**config.mk**
```make
export PLATFORM = sky130hd
export DESIGN_NAME = dbus_wb_master_flat
export DESIGN_NICKNAME = d
export VERILOG_FILES = /design/src/rtl/dbus_wb_master_if.sv /design/src/rtl/dbus_wb_master.sv /design/src/flat_wrapper.sv
export SDC_FILE = /design/constraint.sdc
export NUM_CORES = 1
export LEC_CHECK = 0
export BUFFER_PORTS_ARGS = -buffer_cell sky130_fd_sc_hd__buf_4
export CORE_MARGIN = 2
export CORE_UTILIZATION = 43
export DETAILED_ROUTE_END_ITERATION = 8
export GPL_TIMING_DRIVEN = 0
export PLACE_DENSITY = 0.76
export SLEW_MARGIN = 20
export SYNTH_ARGS = -nofsm -noshare
export SYNTH_HDL_FRONTEND = slang
export SYNTH_SLANG_ARGS = --single-unit
```
**constraint.sdc**
```tcl
create_clock -name clk -period 1.6 [get_ports clk]
set_input_delay 0.08 -clock clk [delete_from_list [all_inputs] [get_ports clk]]
set_output_delay 0.08 -clock clk [all_outputs]
set_load 0.05 [all_outputs]
```
**src/rtl/dbus_wb_master_if.sv**
```systemverilog
// Wishbone B4 classic bus bundle for the data-side master.
// Signal names keep the master's point of view (_o driven by master, _i by slave).
interface dbus_wb_master_if;
  logic [31:0] wb_adr_o;
  logic [31:0] wb_dat_o;
  logic [31:0] wb_dat_i;
  logic        wb_we_o;
  logic [3:0]  wb_sel_o;
  logic        wb_cyc_o;
  logic        wb_stb_o;
  logic        wb_ack_i;
  logic        wb_err_i;

  modport master (
    output wb_adr_o, wb_dat_o, wb_we_o, wb_sel_o, wb_cyc_o, wb_stb_o,
    input  wb_dat_i, wb_ack_i, wb_err_i
  );

  modport slave (
    input  wb_adr_o, wb_dat_o, wb_we_o, wb_sel_o, wb_cyc_o, wb_stb_o,
    output wb_dat_i, wb_ack_i, wb_err_i
  );
endinterface

```
**src/rtl/dbus_wb_master.sv**
```systemverilog
// dbus_wb_master: turns the rv32i MEM-stage load/store request into one
// Wishbone B4 classic cycle, stalls the pipeline until it completes and
// returns lane-extracted, sign/zero-extended load data.
// Optional feature macro: DBUS_WB_TIMEOUT_EN adds a BUS-state watchdog that
// ends a silent access after TIMEOUT_CYCLES cycles as if the slave had erred.
module dbus_wb_master #(
  parameter int unsigned TIMEOUT_CYCLES = 32'd255
) (
  input  logic                    clk,
  input  logic                    reset,
  input  logic [31:0]             mem_addr_mem,
  input  logic [31:0]             mem_wdata_mem,
  input  logic                    mem_write_mem,
  input  logic                    mem_read_mem,
  input  logic [2:0]              mem_op_mem,
  output logic [31:0]             mem_rdata_mem,
  output logic                    stall_pipl,
  output logic                    bus_err_o,
  output logic                    misaligned_o,
  dbus_wb_master_if.master        wb
);

  typedef enum logic [1:0] {
    ST_IDLE = 2'd0,
    ST_BUS  = 2'd1,
    ST_DONE = 2'd2
  } state_e;

  state_e      state_q, state_d;
  logic [31:0] adr_q, adr_d;
  logic [31:0] dat_q, dat_d;
  logic [31:0] rdata_q, rdata_d;
  logic [3:0]  sel_q, sel_d;
  logic [2:0]  op_q, op_d;
  logic [1:0]  off_q, off_d;
  logic        we_q, we_d;
  logic        cyc_q, cyc_d;
  logic        bus_err_q, bus_err_d;
  logic        mis_q, mis_d;
  logic        req_s;
  logic        timeout_s;

  // Unsupported funct3 codes count as misaligned so they never reach the bus.
  function automatic logic f_misaligned(input logic [2:0] op, input logic [1:0] off);
    logic bad;
    case (op)
      3'b000, 3'b100: bad = 1'b0;
      3'b001, 3'b101: bad = off[0];
      3'b010:         bad = (off != 2'b00);
      default:        bad = 1'b1;
    endcase
    return bad;
  endfunction

  function automatic logic [3:0] f_sel(input logic [2:0] op, input logic [1:0] off);
    logic [3:0] sel;
    case (op[1:0])
      2'b00:   sel = 4'b0001 << off;
      2'b01:   sel = 4'b0011 << off;
      default: sel = 4'b1111;
    endcase
    return sel;
  endfunction

  // Narrow stores are replicated so every selected lane sees the right byte.
  function automatic logic [31:0] f_wdata(input logic [2:0] op, input logic [31:0] w);
    logic [31:0] d;
    case (op[1:0])
      2'b00:   d = {4{w[7:0]}};
      2'b01:   d = {2{w[15:0]}};
      default: d = w;
    endcase
    return d;
  endfunction

  function automatic logic [31:0] f_load(input logic [2:0] op, input logic [1:0] off,
                                         input logic [31:0] d);
    logic [7:0]  b;
    logic [15:0] h;
    logic [31:0] r;
    b = d[{off, 3'b000} +: 8];
    h = d[{off[1], 4'b0000} +: 16];
    case (op)
      3'b000:  r = {{24{b[7]}}, b};
      3'b001:  r = {{16{h[15]}}, h};
      3'b100:  r = {24'd0, b};
      3'b101:  r = {16'd0, h};
      default: r = d;
    endcase
    return r;
  endfunction

`ifdef DBUS_WB_TIMEOUT_EN
  localparam int unsigned TMO_W = (TIMEOUT_CYCLES > 32'd256) ? $clog2(TIMEOUT_CYCLES) : 8;
  logic [TMO_W-1:0] tmo_q, tmo_d;

  // Watchdog count: zero outside BUS, so it starts at 0 on every BUS entry.
  always_comb begin
    tmo_d     = {TMO_W{1'b0}};
    timeout_s = 1'b0;
    if (state_q == ST_BUS) begin
      tmo_d     = tmo_q + {{(TMO_W-1){1'b0}}, 1'b1};
      timeout_s = (tmo_q == TMO_W'(TIMEOUT_CYCLES - 32'd1));
    end else begin
      tmo_d     = {TMO_W{1'b0}};
      timeout_s = 1'b0;
    end
  end

  // Watchdog counter register.
  always_ff @(posedge clk) begin
    if (reset) begin
      tmo_q <= {TMO_W{1'b0}};
    end else begin
      tmo_q <= tmo_d;
    end
  end
`else
  assign timeout_s = 1'b0;
`endif

  assign req_s      = mem_read_mem | mem_write_mem;
  assign stall_pipl = ((state_q == ST_IDLE) & req_s) | (state_q == ST_BUS);

  // Next-state and next-register logic for the IDLE -> BUS -> DONE sequence.
  always_comb begin
    state_d   = state_q;
    adr_d     = adr_q;
    dat_d     = dat_q;
    sel_d     = sel_q;
    we_d      = we_q;
    op_d      = op_q;
    off_d     = off_q;
    rdata_d   = rdata_q;
    cyc_d     = 1'b0;
    bus_err_d = 1'b0;
    mis_d     = 1'b0;
    case (state_q)
      ST_IDLE: begin
        if (req_s && f_misaligned(mem_op_mem, mem_addr_mem[1:0])) begin
          state_d = ST_DONE;
          rdata_d = 32'd0;
          mis_d   = 1'b1;
        end else if (req_s) begin
          state_d = ST_BUS;
          adr_d   = {mem_addr_mem[31:2], 2'b00};
          we_d    = mem_write_mem;
          sel_d   = f_sel(mem_op_mem, mem_addr_mem[1:0]);
          dat_d   = f_wdata(mem_op_mem, mem_wdata_mem);
          op_d    = mem_op_mem;
          off_d   = mem_addr_mem[1:0];
          cyc_d   = 1'b1;
        end else begin
          state_d = ST_IDLE;
        end
      end
      ST_BUS: begin
        // err wins over ack; the watchdog only fires on a silent slave.
        if (wb.wb_err_i || (timeout_s && !wb.wb_ack_i)) begin
          state_d   = ST_DONE;
          rdata_d   = 32'd0;
          bus_err_d = 1'b1;
        end else if (wb.wb_ack_i) begin
          state_d = ST_DONE;
          rdata_d = we_q ? 32'd0 : f_load(op_q, off_q, wb.wb_dat_i);
        end else begin
          cyc_d = 1'b1;
        end
      end
      ST_DONE: begin
        state_d = ST_IDLE;
      end
      default: begin
        state_d = ST_IDLE;
      end
    endcase
  end

  // State and output registers.
  always_ff @(posedge clk) begin
    if (reset) begin
      state_q   <= ST_IDLE;
      adr_q     <= 32'd0;
      dat_q     <= 32'd0;
      sel_q     <= 4'd0;
      we_q      <= 1'b0;
      op_q      <= 3'd0;
      off_q     <= 2'd0;
      rdata_q   <= 32'd0;
      cyc_q     <= 1'b0;
      bus_err_q <= 1'b0;
      mis_q     <= 1'b0;
    end else begin
      state_q   <= state_d;
      adr_q     <= adr_d;
      dat_q     <= dat_d;
      sel_q     <= sel_d;
      we_q      <= we_d;
      op_q      <= op_d;
      off_q     <= off_d;
      rdata_q   <= rdata_d;
      cyc_q     <= cyc_d;
      bus_err_q <= bus_err_d;
      mis_q     <= mis_d;
    end
  end

  assign wb.wb_adr_o   = adr_q;
  assign wb.wb_dat_o   = dat_q;
  assign wb.wb_sel_o   = sel_q;
  assign wb.wb_we_o    = we_q;
  assign wb.wb_cyc_o   = cyc_q;
  assign wb.wb_stb_o   = cyc_q;
  assign mem_rdata_mem = rdata_q;
  assign bus_err_o     = bus_err_q;
  assign misaligned_o  = mis_q;

endmodule

```
**src/flat_wrapper.sv**
```systemverilog
// flat-port wrapper written by rule: the top's interface ports become plain ports
module dbus_wb_master_flat 
#(
  parameter int unsigned TIMEOUT_CYCLES = 32'd255
)
  (clk, reset, mem_addr_mem, mem_wdata_mem, mem_write_mem, mem_read_mem, mem_op_mem, mem_rdata_mem, stall_pipl, bus_err_o, misaligned_o, wb_wb_adr_o, wb_wb_dat_o, wb_wb_we_o, wb_wb_sel_o, wb_wb_cyc_o, wb_wb_stb_o, wb_wb_dat_i, wb_wb_ack_i, wb_wb_err_i);
  dbus_wb_master_if wb_i ();
  input  logic clk;
  input  logic reset;
  input  logic [31:0] mem_addr_mem;
  input  logic [31:0] mem_wdata_mem;
  input  logic mem_write_mem;
  input  logic mem_read_mem;
  input  logic [2:0] mem_op_mem;
  output logic [31:0] mem_rdata_mem;
  output logic stall_pipl;
  output logic bus_err_o;
  output logic misaligned_o;
  output wire logic [$bits(wb_i.wb_adr_o)-1:0] wb_wb_adr_o;
  output wire logic [$bits(wb_i.wb_dat_o)-1:0] wb_wb_dat_o;
  output wire logic [$bits(wb_i.wb_we_o)-1:0] wb_wb_we_o;
  output wire logic [$bits(wb_i.wb_sel_o)-1:0] wb_wb_sel_o;
  output wire logic [$bits(wb_i.wb_cyc_o)-1:0] wb_wb_cyc_o;
  output wire logic [$bits(wb_i.wb_stb_o)-1:0] wb_wb_stb_o;
  input wire logic [$bits(wb_i.wb_dat_i)-1:0] wb_wb_dat_i;
  input wire logic [$bits(wb_i.wb_ack_i)-1:0] wb_wb_ack_i;
  input wire logic [$bits(wb_i.wb_err_i)-1:0] wb_wb_err_i;
  assign wb_wb_adr_o = wb_i.wb_adr_o;
  assign wb_wb_dat_o = wb_i.wb_dat_o;
  assign wb_wb_we_o = wb_i.wb_we_o;
  assign wb_wb_sel_o = wb_i.wb_sel_o;
  assign wb_wb_cyc_o = wb_i.wb_cyc_o;
  assign wb_wb_stb_o = wb_i.wb_stb_o;
  assign wb_i.wb_dat_i = wb_wb_dat_i;
  assign wb_i.wb_ack_i = wb_wb_ack_i;
  assign wb_i.wb_err_i = wb_wb_err_i;
  dbus_wb_master #(.TIMEOUT_CYCLES(TIMEOUT_CYCLES)) u_core (.clk(clk), .reset(reset), .mem_addr_mem(mem_addr_mem), .mem_wdata_mem(mem_wdata_mem), .mem_write_mem(mem_write_mem), .mem_read_mem(mem_read_mem), .mem_op_mem(mem_op_mem), .mem_rdata_mem(mem_rdata_mem), .stall_pipl(stall_pipl), .bus_err_o(bus_err_o), .misaligned_o(misaligned_o), .wb(wb_i));
endmodule
```
==> flow_summary.yaml <==
placed_design:
  pre_cts_slack_ps: -260.7
  gp_congestion: 0.8488
  placed_area_mm2: 0.006584
  dp_cells: 935
  numPortBuffers: 207
  dp_hpwl_um: 12730
routing:
  drt-vias-per-instance: 5.545
  ant_nets: 0
  post-route-drc-count: 0
  dr.pass1.iters: 5
  post_drt_wl_per_cell_um: 18.65
  num_vias: 5573
  routed_wirelength_um: 18740
  dr.first_iter.drc_count: 539
grt:
  grt_pass1_vias: 5322
  grt_use_met2: 0.4965
  grt_max_degree: 18
  grtUsageTotal: 0.2846
  antenna_found_initial: 0
  busiest_layer: "met2"
  use_met3: 0.08995
  grt-ovfl-total: 0
  grt_use_met1: 0.3248
  grt_pass1_wl_um: 26330
sta:
  fmax_ghz: 0.5752
  drv_slew: 0
  min_period_over_period: 1.087
  worst_pin_slew_ps: 724.2
  rsz0062_at_grt: "yes"
  clock_skew_ps: 10.64
  setup_slack_ps: -138.7
  period_needed_ps: 1739
  setup_viol_count_final: 37
  relSlewSlack: 0.5172
  hold_viol: 0
  setup-tns-final_ps: -1233
power_and_ir_drop:
  p_per_area_mw_per_mm2: 1025
  finalPower_uw: 8151
  p_leak_uw: 0.003366
  ir_worst_vdd_mv: 0.6621
min_path:
  hold_path.class: "in -> reg"
  hold_start: "wb_wb_dat_i[29]"
setup_path:
  crit_type: "reg -> reg"
  crit_start: "u_core.state_q[0]"
  rr_startpoint: "u_core.state_q[0]"
  critPathCaptureType: "flip-flop"
  critPathArrivalTime_ps: 1980
  critPathRequiredTime_ps: 1840
  crit_fanout: 5
  worstSetupStartpointType: "flip-flop"
synth:
  synth_cells: 587
  synth_area_mm2: 0.004841
  ys_types: 46
  synth-main-ff-cell: "dfxtp_1"
  ys_seq_area_frac: 0.4508
  synth_edf_count: 0
  synthArstFlopShare: 0
  ys_ff_latch: 109
  yosysWarnings: 0
  avgSynthCellArea_um2: 8.247
clocking:
  cts_tree: "yes"
  cts.sinks: 109
  path_clk_slew_ps: 80
  clk_latency_ps: 360
  root_buffer: "clkbuf_16"
  cts-htree-levels: 3
  cts_buffer_depth: 2
  cts_made_buffers: 9
finish:
  instances_no_fill: 1005
  n_antenna_cell: 0
  mostFrequentLayoutCell: "buf_4"
  final_cell_mix: "buf_4, nand2_1, dfxtp_1, a21oi_1, nor2_1"
  drive_gt1_frac: 0.4162
  fin_nets: 965
  fin_area_mm2: 0.007954
  syn_to_final_growth_pct: 64.31
die:
  die_x_um: 110.1
  rows: 38
  placeableCoreArea_mm2: 0.01094
  start_util: 0.4427
  die_y_um: 110.1
  ios: 211
  dieArea_mm2: 0.01212
flow_run:
  maxCapViolations: 0
outcome:
  violations: "setup timing"
  run_status: "complete, but fails checks"
layout make-up:
| type | count | area [µm²] |
|---|---|---|
| repair buffers | 268 | 2193 |
| fillers | 807 | 2982 |
| well taps | 140 | 175.2 |
| inverters | 3 | 11.26 |
| flip-flops and latches | 109 | 2198 |
| plain buffers | 43 | 300.3 |
| multi-input cells | 426 | 2741 |
| clock buffers | 12 | 256.5 |
| clock inverters | 4 | 77.57 |
routing by layer:
metal  part of all wire  vias to the layer above  wire length [µm]
li1                   -                     2592                 -
met1               0.38                     2628              7174
met2               0.49                      300              9210
met3              0.097                       53              1814
met4              0.029                        0               544
met5                  0                        -                 0
metrics by stage:
stage | util | hold slack (ps)
after floorplan | - | 208.5
after global placement | 0.6021 | 327.2
after detailed placement | 0.6021 | 336.2
after CTS | 0.6809 | 1.500
after global routing | 0.7273 | 0.5878
final | 0.7273 | 3.040
cell usage after synthesis, drive strengths merged (8+ instances only):
library cell / number / share of area
nand2: 145 / 0.11
dfxtp: 109 / 0.45
a21oi: 70 / 0.075
nor2: 53 / 0.045
a211oi: 27 / 0.052
clkbuf: 27 / 0.021
mux2i: 25 / 0.052
buf: 23 / 0.027
nor2b: 15 / 0.019
o22ai: 14 / 0.018
o21ai: 10 / 0.011
a311oi: 9 / 0.016
o211ai: 8 / 0.012
logic make-up (layout without fill, tap and decap cells):
group	Yosys count	in the layout	share of synthesized area
simple gates	237	237	0.2096
compound gates	161	161	0.2347
flops	109	109	0.4508
buf+inv	53	330	0.05014
mux	26	26	0.05402
other cells	1	2	0.0007747
repair_timing:
item,in CTS,in global routing
pin swaps,11,57
resized for setup,36,109
cloned,1,4
hold endpoints to repair,34,0
endpoints found under the setup margin,103,93
buffers inserted,11,11
hold buffers,34,0
power by group:
group	total (µW)	internal, µW	switching, µW
combinational	2600	995	1600
sequential	3060	2910	141
clock	2500	1470	1030
total	8150	5380	2770
flip-flops by register name, indices dropped and copies added (netlist names), 2 cells and up:
| signal | cells |
|---|---|
| u_core.mem_rdata_mem | 32 |
| u_core.off_q | 2 |
| u_core.op_q | 3 |
| u_core.state_q | 2 |
| u_core.wb.wb_adr_o | 30 |
| u_core.wb.wb_dat_o | 32 |
| u_core.wb.wb_sel_o | 4 |
worst max-delay path, stage by stage, from the launching register on:
cell and delay [ps]:
dfxtp_4 370, or3_4 400, nor2_4 170, buf_6 150
buf_4 110, buf_6 110, nor2_1 60, a311oi_1 260
final timing paths:
path / endpoint / slack [ps] / depth (start not counted)
max: u_core.wb.wb_dat_o[12] / -140 / 7
max reg2reg: u_core.wb.wb_dat_o[12] / -140 / 7
min reg2reg: u_core.wb.wb_dat_o[31] / 460 / 2
min: u_core.mem_rdata_mem[29] / 3 / 3
No activity file was read; power rests on OpenSTA's default activity.
